--- src/rtl/ctrl_conv_output_mf_if.sv ---
`default_nettype none
// ----------------------------------------------------------------------------
// ctrl_conv_output_mf_if : control/stream bus of the conv output sequencer
// rev 1.0
// ----------------------------------------------------------------------------
interface ctrl_conv_output_mf_if #(
   parameter int X_MEM_ADDR_WIDTH = 3,
   parameter int F_MEM_ADDR_WIDTH = 2,
   parameter int FSEL_WIDTH       = 1
);
   logic                        conv_start;
   logic                        m_ready_y;
   logic [X_MEM_ADDR_WIDTH-1:0] xmem_addr;
   logic [F_MEM_ADDR_WIDTH-1:0] fmem_addr;
   logic [FSEL_WIDTH-1:0]       fsel;
   logic                        mem_rd_en;
   logic                        accum_load;
   logic                        en_accum;
   logic                        m_valid_y;
   logic                        m_last_y;
   logic [FSEL_WIDTH-1:0]       y_filt_idx;
   logic                        conv_done;

   modport master (
      input  conv_start, m_ready_y,
      output xmem_addr, fmem_addr, fsel, mem_rd_en, accum_load, en_accum,
             m_valid_y, m_last_y, y_filt_idx, conv_done
   );

   modport slave (
      output conv_start, m_ready_y,
      input  xmem_addr, fmem_addr, fsel, mem_rd_en, accum_load, en_accum,
             m_valid_y, m_last_y, y_filt_idx, conv_done
   );
endinterface
`default_nettype wire

--- src/rtl/ctrl_conv_output_mf.sv ---
`default_nettype none
// ----------------------------------------------------------------------------
// ctrl_conv_output_mf : multi-filter, strided 1-D convolution output sequencer
// rev 1.0
// ----------------------------------------------------------------------------
module ctrl_conv_output_mf #(
   parameter int X_MEM_SIZE       = 8,
   parameter int F_MEM_SIZE       = 4,
   parameter int NUM_FILT         = 2,
   parameter int STRIDE           = 1,
   parameter int X_MEM_ADDR_WIDTH = 3,
   parameter int F_MEM_ADDR_WIDTH = 2,
   parameter int FSEL_WIDTH       = 1
) (
   input  wire logic             clk,
   input  wire logic             reset,
   ctrl_conv_output_mf_if.master bus
);
   localparam int N_POS = (X_MEM_SIZE - F_MEM_SIZE) / STRIDE + 1;
   localparam int POS_W = (N_POS > 1) ? $clog2(N_POS) : 1;

   localparam logic [POS_W-1:0]            C_POS_LAST  = POS_W'(N_POS - 1);
   localparam logic [F_MEM_ADDR_WIDTH-1:0] C_TAP_LAST  = F_MEM_ADDR_WIDTH'(F_MEM_SIZE - 1);
   localparam logic [FSEL_WIDTH-1:0]       C_FILT_LAST = FSEL_WIDTH'(NUM_FILT - 1);
   localparam logic [X_MEM_ADDR_WIDTH-1:0] C_STRIDE    = X_MEM_ADDR_WIDTH'(STRIDE);

   typedef enum logic [2:0] {
      S_IDLE   = 3'd0,
      S_FETCH  = 3'd1,
      S_WAIT   = 3'd2,
      S_OUTPUT = 3'd3,
      S_DONE   = 3'd4
   } state_t;

   state_t                      state_q, state_d;
   logic [POS_W-1:0]            pos_q, pos_d;
   logic [X_MEM_ADDR_WIDTH-1:0] xbase_q, xbase_d;
   logic [F_MEM_ADDR_WIDTH-1:0] tap_q, tap_d;
   logic [FSEL_WIDTH-1:0]       filt_q, filt_d;
   logic                        start_prev_q;
   logic                        accum_load_q, accum_load_d;
   logic                        en_accum_q, en_accum_d;

   logic w_start_edge;
   logic w_abort;
   logic w_last_word;
   logic w_fetch;
   logic w_output;

   assign w_start_edge = bus.conv_start & ~start_prev_q;
   assign w_abort      = ~bus.conv_start &
                         ((state_q == S_FETCH) || (state_q == S_WAIT) || (state_q == S_OUTPUT));
   assign w_last_word  = (pos_q == C_POS_LAST) && (filt_q == C_FILT_LAST);
   assign w_fetch      = (state_q == S_FETCH);
   assign w_output     = (state_q == S_OUTPUT);

   always_ff @(posedge clk) begin
      if (reset) begin
         state_q      <= S_IDLE;
         pos_q        <= '0;
         xbase_q      <= '0;
         tap_q        <= '0;
         filt_q       <= '0;
         start_prev_q <= 1'b0;
         accum_load_q <= 1'b0;
         en_accum_q   <= 1'b0;
      end else begin
         state_q      <= state_d;
         pos_q        <= pos_d;
         xbase_q      <= xbase_d;
         tap_q        <= tap_d;
         filt_q       <= filt_d;
         start_prev_q <= bus.conv_start;
         accum_load_q <= accum_load_d;
         en_accum_q   <= en_accum_d;
      end
   end

   always_comb begin
      state_d      = state_q;
      pos_d        = pos_q;
      xbase_d      = xbase_q;
      tap_d        = tap_q;
      filt_d       = filt_q;
      accum_load_d = 1'b0;
      en_accum_d   = 1'b0;

      case (state_q)
         S_IDLE: begin
            if (w_start_edge) begin
               state_d = S_FETCH;
               pos_d   = '0;
               xbase_d = '0;
               tap_d   = '0;
               filt_d  = '0;
            end
         end
         S_FETCH: begin
            // MAC strobes trail the read by the one-cycle memory latency
            accum_load_d = (tap_q == '0);
            en_accum_d   = (tap_q != '0);
            if (tap_q == C_TAP_LAST) begin
               state_d = S_WAIT;
               tap_d   = '0;
            end else begin
               tap_d = tap_q + 1'b1;
            end
         end
         S_WAIT: begin
            state_d = S_OUTPUT;
         end
         S_OUTPUT: begin
            if (bus.m_ready_y) begin
               if (w_last_word) begin
                  state_d = S_DONE;
               end else begin
                  state_d = S_FETCH;
                  tap_d   = '0;
                  if (filt_q == C_FILT_LAST) begin
                     filt_d  = '0;
                     pos_d   = pos_q + 1'b1;
                     xbase_d = xbase_q + C_STRIDE;
                  end else begin
                     filt_d = filt_q + 1'b1;
                  end
               end
            end
         end
         S_DONE: begin
            state_d = S_IDLE;
         end
         default: begin
            state_d = S_IDLE;
         end
      endcase

      // Dropping conv_start mid-run discards the word, including any MAC strobe in flight
      if (w_abort) begin
         state_d      = S_IDLE;
         accum_load_d = 1'b0;
         en_accum_d   = 1'b0;
      end
   end

   assign bus.mem_rd_en  = w_fetch;
   assign bus.xmem_addr  = w_fetch ? (xbase_q + X_MEM_ADDR_WIDTH'(tap_q)) : '0;
   assign bus.fmem_addr  = w_fetch ? tap_q : '0;
   assign bus.fsel       = w_fetch ? filt_q : '0;
   assign bus.accum_load = accum_load_q;
   assign bus.en_accum   = en_accum_q;
   assign bus.m_valid_y  = w_output;
   assign bus.m_last_y   = w_output & w_last_word;
   assign bus.y_filt_idx = w_output ? filt_q : '0;
   assign bus.conv_done  = (state_q == S_DONE);

endmodule
`default_nettype wire

--- src/flat_wrapper.sv ---
// flat-port wrapper written by rule: the top's interface ports become plain ports
module ctrl_conv_output_mf_flat 
#(
   parameter int X_MEM_SIZE       = 8,
   parameter int F_MEM_SIZE       = 4,
   parameter int NUM_FILT         = 2,
   parameter int STRIDE           = 1,
   parameter int X_MEM_ADDR_WIDTH = 3,
   parameter int F_MEM_ADDR_WIDTH = 2,
   parameter int FSEL_WIDTH       = 1
)
  (clk, reset, bus_conv_start, bus_m_ready_y, bus_xmem_addr, bus_fmem_addr, bus_fsel, bus_mem_rd_en, bus_accum_load, bus_en_accum, bus_m_valid_y, bus_m_last_y, bus_y_filt_idx, bus_conv_done);
  ctrl_conv_output_mf_if #(.X_MEM_ADDR_WIDTH(X_MEM_ADDR_WIDTH), .F_MEM_ADDR_WIDTH(F_MEM_ADDR_WIDTH), .FSEL_WIDTH(FSEL_WIDTH)) bus_i ();
  input  wire logic clk;
  input  wire logic reset;
  input wire logic [$bits(bus_i.conv_start)-1:0] bus_conv_start;
  input wire logic [$bits(bus_i.m_ready_y)-1:0] bus_m_ready_y;
  output wire logic [$bits(bus_i.xmem_addr)-1:0] bus_xmem_addr;
  output wire logic [$bits(bus_i.fmem_addr)-1:0] bus_fmem_addr;
  output wire logic [$bits(bus_i.fsel)-1:0] bus_fsel;
  output wire logic [$bits(bus_i.mem_rd_en)-1:0] bus_mem_rd_en;
  output wire logic [$bits(bus_i.accum_load)-1:0] bus_accum_load;
  output wire logic [$bits(bus_i.en_accum)-1:0] bus_en_accum;
  output wire logic [$bits(bus_i.m_valid_y)-1:0] bus_m_valid_y;
  output wire logic [$bits(bus_i.m_last_y)-1:0] bus_m_last_y;
  output wire logic [$bits(bus_i.y_filt_idx)-1:0] bus_y_filt_idx;
  output wire logic [$bits(bus_i.conv_done)-1:0] bus_conv_done;
  assign bus_i.conv_start = bus_conv_start;
  assign bus_i.m_ready_y = bus_m_ready_y;
  assign bus_xmem_addr = bus_i.xmem_addr;
  assign bus_fmem_addr = bus_i.fmem_addr;
  assign bus_fsel = bus_i.fsel;
  assign bus_mem_rd_en = bus_i.mem_rd_en;
  assign bus_accum_load = bus_i.accum_load;
  assign bus_en_accum = bus_i.en_accum;
  assign bus_m_valid_y = bus_i.m_valid_y;
  assign bus_m_last_y = bus_i.m_last_y;
  assign bus_y_filt_idx = bus_i.y_filt_idx;
  assign bus_conv_done = bus_i.conv_done;
  ctrl_conv_output_mf #(.X_MEM_SIZE(X_MEM_SIZE), .F_MEM_SIZE(F_MEM_SIZE), .NUM_FILT(NUM_FILT), .STRIDE(STRIDE), .X_MEM_ADDR_WIDTH(X_MEM_ADDR_WIDTH), .F_MEM_ADDR_WIDTH(F_MEM_ADDR_WIDTH), .FSEL_WIDTH(FSEL_WIDTH)) u_core (.clk(clk), .reset(reset), .bus(bus_i));
endmodule
--- config.mk ---
export PLATFORM = sky130hd
export DESIGN_NAME = ctrl_conv_output_mf_flat
export DESIGN_NICKNAME = d
export VERILOG_FILES = /design/src/rtl/ctrl_conv_output_mf_if.sv /design/src/rtl/ctrl_conv_output_mf.sv /design/src/flat_wrapper.sv
export SDC_FILE = /design/constraint.sdc
export NUM_CORES = 1
export LEC_CHECK = 0
export CAP_MARGIN = 0
export CORE_ASPECT_RATIO = 1.4
export CORE_MARGIN = 4
export CORE_UTILIZATION = 30
export DETAILED_ROUTE_END_ITERATION = 6
export PLACE_DENSITY = 0.54
export SLEW_MARGIN = 20
export SYNTH_ARGS = -nofsm -noshare
export SYNTH_HDL_FRONTEND = slang
export SYNTH_SLANG_ARGS = --single-unit
--- constraint.sdc ---
create_clock -name clk -period 1.35 [get_ports clk]
set_input_delay 0.27 -clock clk [delete_from_list [all_inputs] [get_ports clk]]
set_output_delay 0.27 -clock clk [all_outputs]
set_load 0.02 [all_outputs]
### Yosys cells after proc, flatten, opt, wreduce, memory -nomap -nowiden

Index checks and enable logic that the tools add are counted.

| storage, ports and cells | value |
|---|---|
| flip-flop bits (word level) | 15 |
| input bits | 4 |
| output and inout bits | 13 |
| logic and storage cells | 72 |

| operators by class | value |
|---|---|
| add/subtract/negate cells | 5 |
| eq/ne operators | 11 |
| mux-type cells | 28 |
| bitwise logic cells | 6 |
| reductions and logical operators | 14 |

Operators with widths:

| operator | count |
|---|---|
| $mux W3 | 12 |
| $pmux W3 S2 | 2 |
| $pmux W3 S4 | 1 |
| $mux W2 | 5 |
| $reduce_and A4 Y1 | 2 |
| $add A3 B1 Y3 const B | 2 |
| $eq A3 B2 Y1 const B | 2 |
| $eq A3 B3 Y1 const B | 2 |
| $mux W1 | 6 |
| $ne A2 B2 Y1 const B | 3 |
| $pmux W2 S3 | 1 |
| $reduce_and A5 Y1 | 1 |
| $ne A2 B1 Y1 const B | 2 |
| $reduce_bool A2 Y1 | 2 |
| $add A3 B2 Y3 | 1 |
| $and A1 B1 Y1 | 3 |
| $eq A3 B1 Y1 const B | 1 |
| $logic_not A3 Y1 | 1 |
| $not A1 Y1 | 3 |
| $reduce_and A3 Y1 | 1 |
| $reduce_bool A3 Y1 | 1 |
| $reduce_or A3 Y1 | 1 |
| $add A2 B1 Y2 const B | 1 |
| $eq A2 B2 Y1 const B | 1 |
| other kinds (6) | 7 |

### Depth between registers and ports, before layout

| depth | value |
|---|---|
| depth in word-level cells | 5 |
| depth in mapped cells | 6 |
| depth with buffers taken out | 6 |

### Least setup slack after synthesis

No wires, ideal clock.

| path | value |
|---|---|
| kind | register to output |
| start | register u_core.xbase_q[0] |
| end | output bus_xmem_addr[2] |
| data arrival time | 1.324 ns |
| setup slack | -0.244 ns |
| stages on the path, launching flop included | 6 |
| buffers on the path | 0 |
| cell sequence | dfxtp_1 -> ha_1 -> inv_1 -> fa_1 -> xor2_1 -> nor2_1 |

| between the ends | value |
|---|---|
| word-level cells in the longest chain between the ends | 2 |

Ends and longest elaborated chain:

| item | RTL line | RTL |
|---|---|---|
| from (decl) | ctrl_conv_output_mf.sv:37 | `logic [X_MEM_ADDR_WIDTH-1:0] xbase_q, xbase_d;` |
| from (signal assigned) | ctrl_conv_output_mf.sv:70 | `xbase_q <= xbase_d;` |
| $add A3 B2 Y3 | ctrl_conv_output_mf.sv:146 | `assign bus.xmem_addr = w_fetch ? (xbase_q + X_MEM_ADDR_WIDTH'(tap_q)) : '0;` |
| $mux W3 | ctrl_conv_output_mf.sv:146 |  |
| to (decl) | flat_wrapper.sv:18 | `output wire logic [$bits(bus_i.xmem_addr)-1:0] bus_xmem_addr;` |

No other way between the ends.

### Worst setup path in the final report

| path | value |
|---|---|
| start | register u_core.tap_q[0] |
| end | output bus_xmem_addr[2] |

| between the ends | value |
|---|---|
| word-level cells in the longest chain between the ends | 2 |

Ends and longest elaborated chain:

| item | RTL line | RTL |
|---|---|---|
| from (decl) | ctrl_conv_output_mf.sv:38 | `logic [F_MEM_ADDR_WIDTH-1:0] tap_q, tap_d;` |
| from (signal assigned) | ctrl_conv_output_mf.sv:71 | `tap_q <= tap_d;` |
| $add A3 B2 Y3 | ctrl_conv_output_mf.sv:146 |  |
| $mux W3 | ctrl_conv_output_mf.sv:146 |  |

No other way between the ends.

==> out/metrics.csv <==
stage,metric,value,unit
status,run status,"complete, but fails checks",
status,failing checks,setup timing,
yosys,synthesized area per cell,8.45,um^2
yosys,Post-Syn Nets,119,
timing,RSZ-0062 raised after global routing,yes,
yosys,register area share after synthesis,32.9,%
placement,GP Congestion,0.751,
timing,final critical-path share of the clock period,130,%
routing,via count,1002,
grt,first-pass GRT wire length,4420,um
timing,worst hold slack,598,ps
worst_hold_path,Min-Delay Path Class,reg2reg,
clocking,H-tree depth,1,
placement,dpl hpwl,1890,um
routing,max layer used,met4,
yosys,commonest register cell after synthesis,dfxtp_1,
floorplanning,Ports,17,
timing,Final TNS setup,-2960,ps
grt,GR Overflow Total,0,
power,total power,1.15,mW
timing,fin crit period,1760,ps
routing,DRT Pass-1 Iters,4,
timing,fin. max-slew vios,0,
grt,GR Util All Layers,15.1,%
grt,vias in the first global route,1045,
floorplanning,Initial Util,31.4,%
clocking,CTS Buf Count,3,
floorplanning,Die Y,73.2,um
worst_setup_path,critical path arrival,1490,ps
routing,WL met2,1750,um
placement,PortBufs,16,
grt,initial antenna violation count,0,
grt,largest net degree at the start of global routing,10,
finish,Syn-to-layout area delta,99.9,%
placement,dpl ws,-640,ps
clocking,CTS Buffer Depth,2,
yosys,Post-synth EDFFs,0,
clocking,CTS Sinks,15,
timing,Worst Max-Slew Pin Slew,403,ps
floorplanning,Die X,54.6,um
floorplanning,Die ar.,0.00400,mm^2
timing,final hold vios,0,
finish,"Cell Count, Final, Fillers Out",207,
power,Max VDD drop,564,uV
routing,vias per cell,4.84,
yosys,yosys warns,0,
routing,DRT iter0 DRCs,26,
floorplanning,Rows,23,
power,Lkg Pwr,0.736,nW
timing,Worst Skew,4.63,ps
worst_setup_path,Critical Path Fanout Max,2,
clocking,Clock Latency Late Sink,250,ps
worst_setup_path,Setup crit start kind,flop,
clocking,CTS tree,done,
finish,layout cells sized above 1,68.8,%
finish,Multi-input gate area,781,um^2
yosys,Mapped Cells,108,
worst_setup_path,CP required,1080,ps
finish,"commonest non-fill, non-tap cell in the layout",buf_6,
timing,worst setup margin,-407,ps
clocking,"CTS clk-pin slew, worst paths",70,ps
routing,post-route ant nets,0,
timing,Rel. slew slack,73.1,%
finish,register area,310,um^2
routing,met1 WL,1140,um
placement,Cell Count Post-Placement,190,
power,Cell Pwr Density,629,mW/mm^2
timing,fmax,569,MHz
finish,Fillers,229,
clocking,Root Buffer,clkbuf_8,
yosys,Yosys cell types,35,
routing,routed wl met3,50,um
floorplanning,Core Region,0.00291,mm^2
routing,Post-route DRC,0,
finish,fin nets,182,
yosys,ys async rst share,0,%
routing,DR WL/cell,14.4,um
run,Max Cap Viol,0,
worst_setup_path,CP Capture Type,primary output,
yosys,synthesized area,912,um^2
yosys,Synth Register Bits,15,
finish,"commonest cells after routing, fill and taps aside","buf_6, buf_4, dfxtp_2",
timing,final number of setup-violating endpoints,22,
finish,n_diodes,0,
routing,Routed Wire Length,2990,um
worst_setup_path,WS Path Type,reg2out,
## synth_stat cells (2+ instances only)
master | n | area (um^2)
a21oi_1 | 7 | 35.0
and3_1 | 3 | 18.8
buf_4 | 2 | 15.0
dfxtp_1 | 15 | 300
ha_1 | 6 | 75.1
inv_1 | 13 | 48.8
mux2i_1 | 2 | 20.0
nand2_1 | 7 | 26.3
nand3_1 | 3 | 15.0
nand3b_1 | 3 | 22.5
nor2_1 | 15 | 56.3
nor3_1 | 3 | 15.0
nor3_2 | 2 | 20.0
nor4b_1 | 2 | 17.5
o21a_1 | 2 | 15.0
o21ai_0 | 3 | 15.0
o31ai_1 | 2 | 15.0
## layer usage
layer	vias up	GRT usage, %
li1	499	-
met2	11	27.1
met4	0	7.20
met5	-	0
met1	490	16.5
met3	2	1.84
## stage by stage
| step | cell area, um^2 | utilization [%] |
|---|---|---|
| 2_1_floorplan | 931 | - |
| 3_3_place_gp | 1360 | 46.6 |
| 3_5_place_dp | 1360 | 46.6 |
| 4_1_cts | 1610 | 55.4 |
| 5_1_grt | 1820 | 62.7 |
| 6_report | 1820 | 62.7 |
## flip-flops by register name (all words and copies together), names as in the netlist
name,flops
u_core.filt_q,1
u_core.tap_q,2
u_core.xbase_q,3
u_core.pos_q,3
u_core.bus.accum_load,1
u_core.start_prev_q,1
u_core.state_q,3
u_core.bus.en_accum,1
## repair_timing
item                                    CTS  global route
hold buffers                              0             0
buffers inserted                          8             6
pin swaps                                18            16
endpoints found under the setup margin   22            22
resized for setup                       108            43
## area by class of cell
type | instances | area share [%]
multi-input combinational | 76 | 42.8
timing repair buffer | 62 | 32.3
sequential | 15 | 17.0
inverter | 13 | 2.81
tap | 37 | 2.54
clock buffer | 3 | 2.26
clock inverter | 1 | 0.275
## logic make-up after synthesis
| family | synth area share, % |
|---|---|
| and+or+nand+nor | 27.8 |
| AOI/OAI and AO/OA | 17.0 |
| buffers and inverters | 8.64 |
| DFF | 32.9 |
| adders and majority gates | 10.4 |
| muxes | 2.19 |
| xor gates and xnor gates | 0.960 |
## worst max-delay path: stages, from the launching register on
cell and delay [ps]:
dfxtp_2 360, ha_4 140, inv_2 30, fa_2 320, xor2_1 160, nor2_2 100
buf_6 120
## power breakdown
part,switching [mW],internal (mW),leakage (nW),total (mW)
Sequential,0.0126,0.454,0.125,0.467
Clock,0.182,0.205,0.0255,0.387
Combinational,0.137,0.156,0.585,0.293
Total,0.332,0.815,0.736,1.15
## final timing paths
kind | from | end | slack [ps] | cells after the start
max | u_core.tap_q[0]$_SDFFE_PP0P_ | bus_xmem_addr[2] | -410 | 6
max reg2reg | u_core.state_q[2]$_SDFFE_PP0P_ | u_core.pos_q[1]$_SDFFE_PP0P_ | -170 | 7
min | u_core.xbase_q[1]$_SDFFE_PP0P_ | u_core.xbase_q[1]$_SDFFE_PP0P_ | 600 | 3
min reg2reg | u_core.xbase_q[1]$_SDFFE_PP0P_ | u_core.xbase_q[1]$_SDFFE_PP0P_ | 600 | 3
Note: power is estimated with default switching activity, not from simulation.
